`config.mk`:
```
export PLATFORM = sky130hd
export DESIGN_NAME = trap_ctrl
export DESIGN_NICKNAME = d
export VERILOG_FILES = /design/src/rtl/trap_ctrl_pkg.sv /design/src/rtl/trap_deleg.sv /design/src/rtl/trap_ctrl.sv
export SDC_FILE = /design/constraint.sdc
export NUM_CORES = 1
export LEC_CHECK = 0
export BUFFER_PORTS_ARGS = -buffer_cell sky130_fd_sc_hd__buf_2
export CAP_MARGIN = 20
export CORE_AREA = 2 2 155 157
export DETAILED_ROUTE_END_ITERATION = 12
export DIE_AREA = 0 0 157 159
export PLACE_DENSITY = 0.57
export SETUP_SLACK_MARGIN = 0.5
export SYNTH_ARGS = -nofsm -noshare
export SYNTH_HDL_FRONTEND = slang
export SYNTH_SLANG_ARGS = --single-unit
export TNS_END_PERCENT = 20
```
`constraint.sdc`:
```
create_clock -name clk -period 2.3 [get_ports clk]
set_clock_uncertainty 0.1 [all_clocks]
set_input_delay 0.23 -clock clk [delete_from_list [all_inputs] [get_ports clk]]
set_output_delay 0.23 -clock clk [all_outputs]
set_load 0.05 [all_outputs]
```
`src/rtl/trap_ctrl_pkg.sv`:
```
// trap_ctrl_pkg: shared FSM/kind enums, privilege constants and CPU widths for the trap controller
package trap_ctrl_pkg;
  localparam int XLEN = 32;
  localparam int IM_ADDR_LEN = 32;
  localparam logic [1:0] PRV_U = 2'd0;
  localparam logic [1:0] PRV_S = 2'd1;
  localparam logic [1:0] PRV_M = 2'd3;
  typedef enum logic [1:0] {ST_IDLE, ST_FLUSH, ST_COMMIT, ST_REDIRECT} state_e;
  typedef enum logic [1:0] {K_TRAP, K_MRET, K_SRET} kind_e;
endpackage

```
`src/rtl/trap_deleg.sv`:
```
// trap_deleg: decides whether a synchronous exception is delegated to S-mode through medeleg
module trap_deleg
  import trap_ctrl_pkg::*;
(
  input  logic [XLEN-1:0] cause,
  input  logic [1:0]      prv_cur,
  input  logic [XLEN-1:0] medeleg,
  output logic            deleg_s
);
  localparam int CW = $clog2(XLEN);
  // M-mode traps never delegate; causes beyond the medeleg width (incl. interrupts) stay in M
  assign deleg_s = (prv_cur != PRV_M) && (cause < XLEN) && medeleg[cause[CW-1:0]];
endmodule

```
`src/rtl/trap_ctrl.sv`:
```
// trap_ctrl: sequences trap/xRET handling as flush -> CSR commit -> PC redirect; S-mode support under TRAP_SMODE_EN
module trap_ctrl
  import trap_ctrl_pkg::*;
(
  input  logic                   clk,
  input  logic                   rstn,
  input  logic                   trap_en,
  input  logic [XLEN-1:0]        trap_cause,
  input  logic [IM_ADDR_LEN-1:0] trap_epc,
  input  logic [XLEN-1:0]        trap_val,
  input  logic                   mret,
  input  logic                   sret,
  input  logic [1:0]             prv_cur,
  input  logic [XLEN-1:0]        medeleg,
  input  logic [XLEN-1:0]        mtvec,
  input  logic [XLEN-1:0]        stvec,
  input  logic [IM_ADDR_LEN-1:0] mepc,
  input  logic [IM_ADDR_LEN-1:0] sepc,
  input  logic                   spp,
  input  logic [1:0]             mpp,
  input  logic                   drain_done,
  output logic                   flush_req,
  output logic                   csr_trap_wr,
  output logic                   csr_trap_s,
  output logic [XLEN-1:0]        csr_cause,
  output logic [XLEN-1:0]        csr_val,
  output logic [IM_ADDR_LEN-1:0] csr_epc,
  output logic                   csr_ret_wr,
  output logic [1:0]             prv_nxt,
  output logic                   redirect_en,
  output logic [IM_ADDR_LEN-1:0] redirect_pc,
  output logic                   busy
);
  state_e state_q, state_d;
  kind_e kind_q, kind_d;
  logic [XLEN-1:0] cause_q, val_q;
  logic [IM_ADDR_LEN-1:0] epc_q, redir_pc_q;
  logic deleg_q, flush_q, trap_wr_q, ret_wr_q, trap_s_q, redir_q;
  logic [1:0] prv_q;
  logic deleg, sret_ok, spp_v;
  logic [XLEN-1:0] stvec_v;
  logic [IM_ADDR_LEN-1:0] sepc_v;
`ifdef TRAP_SMODE_EN
  trap_deleg u_deleg (.cause(trap_cause), .prv_cur(prv_cur), .medeleg(medeleg), .deleg_s(deleg));
  assign sret_ok = sret;
  assign spp_v = spp;
  assign stvec_v = stvec;
  assign sepc_v = sepc;
`else
  logic unused_smode;
  assign deleg = 1'b0;
  assign sret_ok = 1'b0;
  assign spp_v = 1'b0;
  assign stvec_v = '0;
  assign sepc_v = '0;
  assign unused_smode = ^{sret, stvec, sepc, medeleg, spp, prv_cur};
`endif
  logic unused_tvec;
  assign unused_tvec = ^{mtvec[1:0], stvec_v[1:0]};
  logic accept_trap, commit_go;
  logic [1:0] prv_sel;
  logic [IM_ADDR_LEN-1:0] target;
  assign accept_trap = (state_q == ST_IDLE) && trap_en;
  assign commit_go = (state_q == ST_FLUSH) && drain_done;
  assign prv_sel = kind_q == K_TRAP ? (deleg_q ? PRV_S : PRV_M) : kind_q == K_MRET ? mpp : {1'b0, spp_v};
  assign target = kind_q == K_TRAP ? (trap_s_q ? {stvec_v[IM_ADDR_LEN-1:2], 2'b00} : {mtvec[IM_ADDR_LEN-1:2], 2'b00})
                : kind_q == K_MRET ? mepc : sepc_v;
  // Next state: only IDLE accepts requests, trap beats a simultaneous xRET
  always_comb begin
    state_d = state_q;
    kind_d = kind_q;
    case (state_q)
      ST_IDLE: if (trap_en || mret || sret_ok) begin
        state_d = ST_FLUSH;
        kind_d = trap_en ? K_TRAP : mret ? K_MRET : K_SRET;
      end
      ST_FLUSH: if (drain_done) state_d = ST_COMMIT;
      ST_COMMIT: state_d = ST_REDIRECT;
      default: state_d = ST_IDLE;
    endcase
  end
  // State, latched trap info and registered strobes; reset drops any sequence in flight
  always_ff @(posedge clk or negedge rstn) begin
    if (!rstn) begin
      state_q <= ST_IDLE;
      kind_q <= K_TRAP;
      cause_q <= '0;
      epc_q <= '0;
      val_q <= '0;
      deleg_q <= 1'b0;
      flush_q <= 1'b0;
      trap_wr_q <= 1'b0;
      ret_wr_q <= 1'b0;
      trap_s_q <= 1'b0;
      prv_q <= '0;
      redir_q <= 1'b0;
      redir_pc_q <= '0;
    end else begin
      state_q <= state_d;
      kind_q <= kind_d;
      flush_q <= state_d != ST_IDLE;
      if (accept_trap) begin
        cause_q <= trap_cause;
        epc_q <= trap_epc;
        val_q <= trap_val;
        deleg_q <= deleg;
      end
      trap_wr_q <= commit_go && kind_q == K_TRAP;
      ret_wr_q <= commit_go && kind_q != K_TRAP;
      if (commit_go) begin
        trap_s_q <= kind_q == K_TRAP && deleg_q;
        prv_q <= prv_sel;
      end
      redir_q <= state_q == ST_COMMIT;
      if (state_q == ST_COMMIT) redir_pc_q <= target;
    end
  end
  assign flush_req = flush_q;
  assign csr_trap_wr = trap_wr_q;
  assign csr_trap_s = trap_s_q;
  assign csr_cause = cause_q;
  assign csr_val = val_q;
  assign csr_epc = epc_q;
  assign csr_ret_wr = ret_wr_q;
  assign prv_nxt = prv_q;
  assign redirect_en = redir_q;
  assign redirect_pc = redir_pc_q;
  assign busy = state_q != ST_IDLE;
endmodule

```
Yosys cells after proc, flatten, opt, wreduce, memory -nomap -nowiden

Cells that the tools add are included.

Equal/unequal tests: 3
Muxes and demuxes: 9
Reduce and logical (&&, ||, !) cells: 11

Operators with widths:

| cell                                                                  | number |
|---|---|
| 32-bit 2-to-1 mux                                                     | 2 |
| 2-bit 2-to-1 mux                                                      | 6 |
| 2-bit case mux with 3 select lines                                    | 1 |
| 2-bit nonzero test                                                    | 3 |
| 2-bit by 1-bit equality test with 1-bit output, second input constant | 2 |
| 1-bit logical AND                                                     | 4 |
| 2-bit logical NOT                                                     | 2 |
| 2-bit equality test, second input constant                            | 1 |
| 2-bit AND reduction                                                   | 1 |
| 1-bit logical OR                                                      | 1 |

Bits in registers: 138
Output and inout port bits: 136
Word-level logic and storage cells: 34

Longest topological paths before layout

Gate-level depths: netlist (run 1).

Depth in word-level cells: 4
Mapped depth: 6
Depth with buffers taken out: 4

Least setup slack after synthesis (run 1)

OpenSTA, ideal clock, no wires.

Path kind: register to register
Start point: reg state_q[0]
End point: reg cause_q[0] (netlist: csr_cause[0])
Library setup time: 0.125 ns
Arrival: 1.383 ns
Required time: 2.075 ns
Slack: 0.692 ns
Cell stages (with the launch flop): 7
Path buffers: 3
Cells stage by stage: dfrtp_1 -> nor2_2 -> and2_4 -> buf_6 -> buf_6 -> buf_6 -> mux2_4

Cells in the longest elaborated chain, start to end: 2

Ends and longest elaborated chain:

| what                   | RTL line         | source |
|---|---|---|
| start, declared        | trap_ctrl.sv:34  | `state_e state_q, state_d;` |
| start signal, assigned | trap_ctrl.sv:99  | `state_q <= state_d;` |
| 2-bit logical NOT      | trap_ctrl.sv:63  | `assign accept_trap = (state_q == ST_IDLE) && trap_en;` |
| 1-bit logical AND      | trap_ctrl.sv:63  |  |
| end signal, assigned   | trap_ctrl.sv:103 | `cause_q <= trap_cause;` |
| end, declared          | trap_ctrl.sv:36  | `logic [XLEN-1:0] cause_q, val_q;` |

No other way between the ends.
A chain may end at the register's enable or synchronous reset.

Worst setup path in the final report (run 1)

Start point: reg state_q[0]
End point: reg epc_q[0] (netlist: csr_epc[0])

Cells in the longest elaborated chain, start to end: 2

Ends and longest elaborated chain:

| what                 | RTL line         | source |
|---|---|---|
| 2-bit logical NOT    | trap_ctrl.sv:63  |  |
| 1-bit logical AND    | trap_ctrl.sv:63  |  |
| end signal, assigned | trap_ctrl.sv:104 | `epc_q <= trap_epc;` |
| end, declared        | trap_ctrl.sv:37  | `logic [IM_ADDR_LEN-1:0] epc_q, redir_pc_q;` |

No other way between the ends.

==> results.ini, run 1 <==
[run_status]
status = finished, final reports clean

[global_route]
grt_pass1_wl_um = 24800
grt_max_degree = 64
antenna_found_initial = 0
gr-total-overflow = 0
globalRouteTotalUtil_pct = 12.7
grt_pass1_vias = 4835

[drt]
drtIter0Drc = 177
routed_wl_um = 15900
antenna_left = 0
wl_per_cell_um = 13.9
num_vias = 4555
drt-pass1-iter-count = 3
viasPerCell = 3.99
drc = 0

[clock_tree]
root_buffer = clkbuf_16
path_clk_slew_ns = 0.06
cts_tree = yes
clk_latency_ns = 0.42
cts_num_sinks = 138
numCtsBuffers = 17
cts_buffer_depth = 2
htreeDepth = 4

[sta]
worst_slew_pin_slew_ns = 0.618
final_hold_viol_count = 0
finalSetupViolCount = 0
tns_ns = 0
post-route-period-util_pct = 75.4
rsz0062_at_grt = yes
relSlewSlack_pct = 58.8
fmax_ghz = 0.577
fin_crit_ns = 1.73
slew_violations = 0
hold_ws_ns = 0.0153

[critical_path]
crit_chain = nor2_2 > and2_4 > buf_16 > mux2_2
cp-start-kind = flip-flop
cpPeakStageDelay_ns = 0.43
slowest_stage = dfrtp_1
cp.arrival_ns = 1.91
worst-path-buf-inv = 1
crit_type = flip-flop to flip-flop
crit_fanout = 41
setup.worst_path.end_class = flip-flop
rr_worst_depth = 4
path_depth = 4
crit_required_ns = 2.48
critPathTopFamily = flip-flops

[synthesis]
synthesis.nets = 643
synthXorXnorAreaFrac_pct = 0
synth_compound_area_share_pct = 3.77
synth_cell_types = 26
syn_inst = 376
yosys.area_share.simple_pct = 3.79
ys_seq_area_share_pct = 62.6
avgSynthCellArea_sq_um = 14.7
synth-seq-cells = 138
synthMuxAreaShare_pct = 27.0
synth_warnings = 0
synth_top_family_by_area = multiplexers
netlist_area_sq_um = 5510
synthAdderAreaFrac_pct = 0

[min_path]
hp-class = input pin to flip-flop
hold_path_depth = 3

[pwr]
ir_drop_uv = 650
total_power_uw = 15400
p_leak_uw = 0.00458
p_per_area_nw_per_um2 = 1660

[cells_and_area]
fillers = 2185
layout_commonest_cell = buf_2
diodes = 0
final_cells = 1143
layout-drive-gt1-share_pct = 53.8
multi_input_area_sq_um = 1910
area_growth_pct = 68.9
seqCellArea_sq_um = 3450
layout_common_cells = buf_2, dfrtp_1, dlygate4sd3_1
fin_nets = 1079

[placement]
dp_cells = 984
dp_hpwl_um = 10500
place_congestion = 0.722
io_buffers = 299

[floorplanning]
core.rowCount = 56
die-area_sq_um = 25000
start_util_pct = 23.8
io_pins = 403
core_sq_um = 23200
die_w_um = 157
die_h_um = 159

[run]
maxCapViolCount = 0

## cell families (layout without fill, tap and decap cells)
group	Yosys count	in the layout
buf+inv	25	473
compound gates	38	38
simple gates	48	48
other cells	1	1
mux	126	126
flops	138	138
## report_power, final
| group | internal [uW] | switching (uW) | leakage [uW] | total (uW) |
|---|---|---|---|---|
| combinational | 2510 | 5860 | 0.00265 | 8370 |
| sequential | 3650 | 660 | 0.00165 | 4310 |
| clock | 1660 | 1080 | 0.000279 | 2740 |
## layer usage
layer	track usage, %	vias up	part of all wire (%)
li1	-	2180	-
met1	13.9	2158	40
met5	0	-	0
met2	22.8	209	50
met3	4.98	8	8.8
met4	3.34	0	0.92
## synth_stat cells
| cell | n | area share, % |
|---|---|---|
| nand2_1 | 33 | 2.2 |
| conb_1 | 1 | 0.068 |
| buf_2 | 11 | 1.0 |
| o21a_1 | 2 | 0.27 |
| nor3_1 | 1 | 0.091 |
| clkbuf_1 | 6 | 0.41 |
| o21ai_0 | 29 | 2.6 |
| nor3b_1 | 1 | 0.14 |
| nor2_2 | 1 | 0.11 |
| o31ai_1 | 2 | 0.27 |
| mux2i_1 | 30 | 5.4 |
| dfrtp_1 | 138 | 63 |
| mux2_4 | 29 | 7.9 |
| nand2b_1 | 2 | 0.23 |
| inv_1 | 2 | 0.14 |
| a22o_1 | 2 | 0.32 |
| buf_6 | 5 | 1.0 |
| nand3b_1 | 1 | 0.14 |
| nor2b_1 | 2 | 0.23 |
| nor2_1 | 5 | 0.34 |
| buf_4 | 1 | 0.14 |
| and2_4 | 1 | 0.16 |
| o21ai_1 | 1 | 0.091 |
| nor4_1 | 1 | 0.11 |
| mux2_2 | 67 | 14 |
| a21oi_1 | 2 | 0.18 |
## timing repair
item                                    CTS  global route
endpoints found under the hold margin   173             0
pin swaps                                 1             0
endpoints found under the setup margin   70            21
hold buffers                            127             0
resized for setup                         0             1
setup buffers                             1             0
## final cells by class
type | instances | area share, %
Multi-Input combinational cell | 213 | 20.5
Sequential cell | 138 | 37.1
Inverter | 2 | 0.0806
Clock inverter | 12 | 1.49
Tap cell | 319 | 4.29
Clock buffer | 19 | 4.86
Timing Repair Buffer | 440 | 31.7
## through the flow
stage	utilization, %	area (sq um)	worst slack [ns]
finish	40.2	9310	0.566
global route	40.2	9310	0.476
CTS	40.1	9310	0.577
detailed placement	32.1	7430	0.460
global placement	32.1	7430	0.469
floorplan	-	5510	0.692
## registers in the layout, summed over array words and instances (netlist names)
| name | cells |
|---|---|
| prv_nxt | 2 |
| flush_req | 1 |
| kind_q | 2 |
| csr_trap_wr | 1 |
| csr_val | 32 |
| redirect_en | 1 |
| state_q | 2 |
| csr_epc | 32 |
| csr_cause | 32 |
| redirect_pc | 32 |
| csr_ret_wr | 1 |
## final timing paths
kind,start,to,slack [ns]
min,mtvec[22],redirect_pc[22],0.02
max in group asynchronous,rstn,csr_val[31],1.20
max reg2reg,state_q[0],csr_epc[0],0.57
min in group asynchronous,rstn,csr_val[23],0.30
min reg2reg,prv_nxt[1],prv_nxt[1],0.37
max,state_q[0],csr_epc[0],0.57
## worst reg2reg max path, delay by kind of cell, from the launching register on
family                 cells  cell delay (ns)
flip-flops                 1             0.43
AND/OR/NAND/NOR            2             0.41
buffers and inverters      1             0.22
multiplexers               1             0.44
Power figures use the tool's default switching activity.
==> run 2, diff against run 1 <==
--- a/config.mk
+++ b/config.mk
@@ -7,9 +7,9 @@
 export LEC_CHECK = 0
 export BUFFER_PORTS_ARGS = -buffer_cell sky130_fd_sc_hd__buf_2
 export CAP_MARGIN = 20
-export CORE_AREA = 2 2 155 157
+export CORE_AREA = 2 2 158 160
 export DETAILED_ROUTE_END_ITERATION = 12
-export DIE_AREA = 0 0 157 159
+export DIE_AREA = 0 0 160 162
 export PLACE_DENSITY = 0.57
 export SETUP_SLACK_MARGIN = 0.5
 export SYNTH_ARGS = -nofsm -noshare
==> constraint.sdc (replaced) <==
create_clock -name clk -period 1.4 [get_ports clk]
set_clock_uncertainty 0.1 [all_clocks]
set_input_delay 0.14 -clock clk [delete_from_list [all_inputs] [get_ports clk]]
set_output_delay 0.14 -clock clk [all_outputs]
set_load 0.05 [all_outputs]
==> run 2 against run 1 <==
  * Power is 95% higher
  * The flow now finishes with violations (setup timing)
  * Critical path type unchanged
  * Critical endpoint is now csr_epc[22]
  * Utilization up 5.8 points
  * Combinational power rose by 110%
  * Maximum frequency rose by 8.4%
  * Highest routed layer is now met5
==> results.ini, run 2 (synthesis gave the netlist of run 1 again) <==
[clock_tree]
cts_buffer_depth = 2  ; unchanged
cts_num_sinks = 138  ; unchanged
cts_tree = yes
numCtsBuffers = 17  ; unchanged
clk_latency_ns = 0.41  ; about the same
htreeDepth = 4  ; unchanged
root_buffer = clkbuf_16
path_clk_slew_ns = 0.06  ; about the same

[placement]
dp_hpwl_um = 10800  ; +3.1%
placed_area_sq_um = 7490  ; +0.72%
io_buffers = 299  ; unchanged
pre_cts_ws_ns = -0.177  ; -0.637 ns
place_congestion = 0.725  ; +0.42%

[floorplanning]
die_h_um = 162  ; +1.9%
io_pins = 403  ; unchanged
die-area_sq_um = 25900  ; +3.8%
core_sq_um = 24100  ; +3.9%
core.rowCount = 57  ; +1.8%
die_w_um = 160  ; +1.9%
start_util_pct = 22.9  ; -0.90 points

[critical_path]
cpPeakStageDelay_ns = 0.39  ; -0.04 ns
crit_fanout = 9  ; -78%
crit_start = state_q[0]
slowest_stage = dfrtp_1
cp-start-kind = flip-flop
crit_type = flip-flop to flip-flop
rr_worst_depth = 5  ; +1
crit_required_ns = 1.59  ; -0.89 ns
setup.worst_path.end_class = flip-flop
crit_chain = nor2_2 > and2_4 > buf_12 > clkbuf_16 > mux2_2
cp.arrival_ns = 1.79  ; -0.12 ns
worst_r2r_startpoint = state_q[0]

[pwr]
p_per_area_nw_per_um2 = 2710  ; +64%
p_leak_uw = 0.00529  ; +16%
ir_drop_uv = 1840  ; +180%

[global_route]
grt_pass1_vias = 5422  ; +12%
gr-total-overflow = 0  ; unchanged
grt_max_degree = 44  ; -31%
grt_pass1_wl_um = 28800  ; +16%
antenna_found_initial = 2  ; +2
globalRouteTotalUtil_pct = 14.1  ; +1.4 points

[drt]
routed_wl_um = 20100  ; +26%
antenna_left = 0  ; unchanged
drt-pass1-iter-count = 4  ; +1
drtIter0Drc = 225  ; +27%
wl_per_cell_um = 16.7  ; +20%
viasPerCell = 4.16  ; +4.4%
drc = 0  ; unchanged
num_vias = 4996  ; +9.7%

[sta]
rsz0062_at_grt = yes
fin_crit_ns = 1.60  ; -0.134 ns
fmax_ghz = 0.625  ; +8.4%
finalSetupViolCount = 128  ; +128
setup_ws_ns = -0.200  ; -0.766 ns
slew_violations = 0  ; unchanged
post-route-period-util_pct = 114  ; +39 points
final_hold_viol_count = 0  ; unchanged

[cells_and_area]
final_util_pct = 45.9  ; +5.8 points
layout_common_cells = dlygate4sd3_1, buf_2, buf_6, dfrtp_1, mux2_4
layout_commonest_cell = dlygate4sd3_1
layout-drive-gt1-share_pct = 55.4  ; +1.6 points
design_area_sq_um = 11100  ; +19%
fillers = 2107  ; -3.6%
fin_nets = 1130  ; +4.7%
area_growth_pct = 101

[run]
maxCapViolCount = 0  ; unchanged

[run_status]
violations = setup timing
status = finished, violations left

[min_path]
hp-class = input pin to async pin

==> run 2: changes by cell type in the layout (fill, tap and decap cells not counted), sizes merged, moves of 2 or more <==
cell,change
buf,+8
clkbuf,+5
clkinv,+5
clkinvlp,-2
dlygate4sd3,+37
inv,-2
==> run 2: area by class of cell <==
class | instances | area [sq um] | share of cell area, %
multi-input cells | 213 | 2140 | 19.3
clock buffers | 18 | 429 | 3.88
inverters | 2 | 12.5 | 0.113
flip-flops and latches | 138 | 3450 | 31.2
clock inverters | 14 | 173 | 1.56
well taps | 324 | 405 | 3.66
diodes | 1 | 2.50 | 0.0226
repair buffers | 491 | 4450 | 40.2
==> run 2: what timing repair did <==
item,4_1_cts,5_1_grt
gates cloned,0,8
endpoints found under the setup margin,273,302
buffers inserted,0,4
resized for setup,300,93
hold endpoints to repair,272,0
pin swaps,14,19
hold buffers,164,0
==> run 2: worst paths after layout <==
check                                  end  slack (ns)
max                            csr_epc[22]       -0.20
min                           csr_cause[0]        0.09
max reg2reg                    csr_epc[22]       -0.20
min reg2reg                redirect_pc[24]        0.41
max in group asynchronous    csr_cause[19]        0.57
min in group clk                csr_ret_wr        0.09
==> run 2: where the power goes <==
group | leakage, uW | internal, uW | switching [uW]
sequential | 0.00165 | 6010 | 1550
combinational | 0.00335 | 7480 | 10300
clock | 0.000291 | 2820 | 1810
==> run 2: metal layers <==
layer  global-route usage (%)  part of all wire, %  vias up
met4                     5.45                  2.2        2
met5                        0                0.065        -
met2                     24.9                   52      227
met3                     5.72                  7.9       36
met1                     15.2                   38     2450
li1                         -                    -     2281
==> run 2: critical path, delay by kind of cell, from the launching register on <==
kind | cells | cell delay, ns
flip-flops | 1 | 0.39
AND/OR/NAND/NOR | 2 | 0.31
buffers and inverters | 2 | 0.35
multiplexers | 1 | 0.33
==> run 2: stage by stage <==
step | TNS, ns | power (uW) | hold slack (ns) | std cells
6_report | -15.92 | 30000 | 0.0896 | 1201
5_1_grt | -23.66 | 31200 | 0.0922 | 1200
4_1_cts | -14.35 | 28800 | 0.0100 | 1188
3_5_place_dp | -14.62 | 20800 | -0.0472 | 992
3_3_place_gp | -14.29 | 20600 | -0.0442 | 992
2_1_floorplan | -15.15 | 17400 | -0.256 | 376
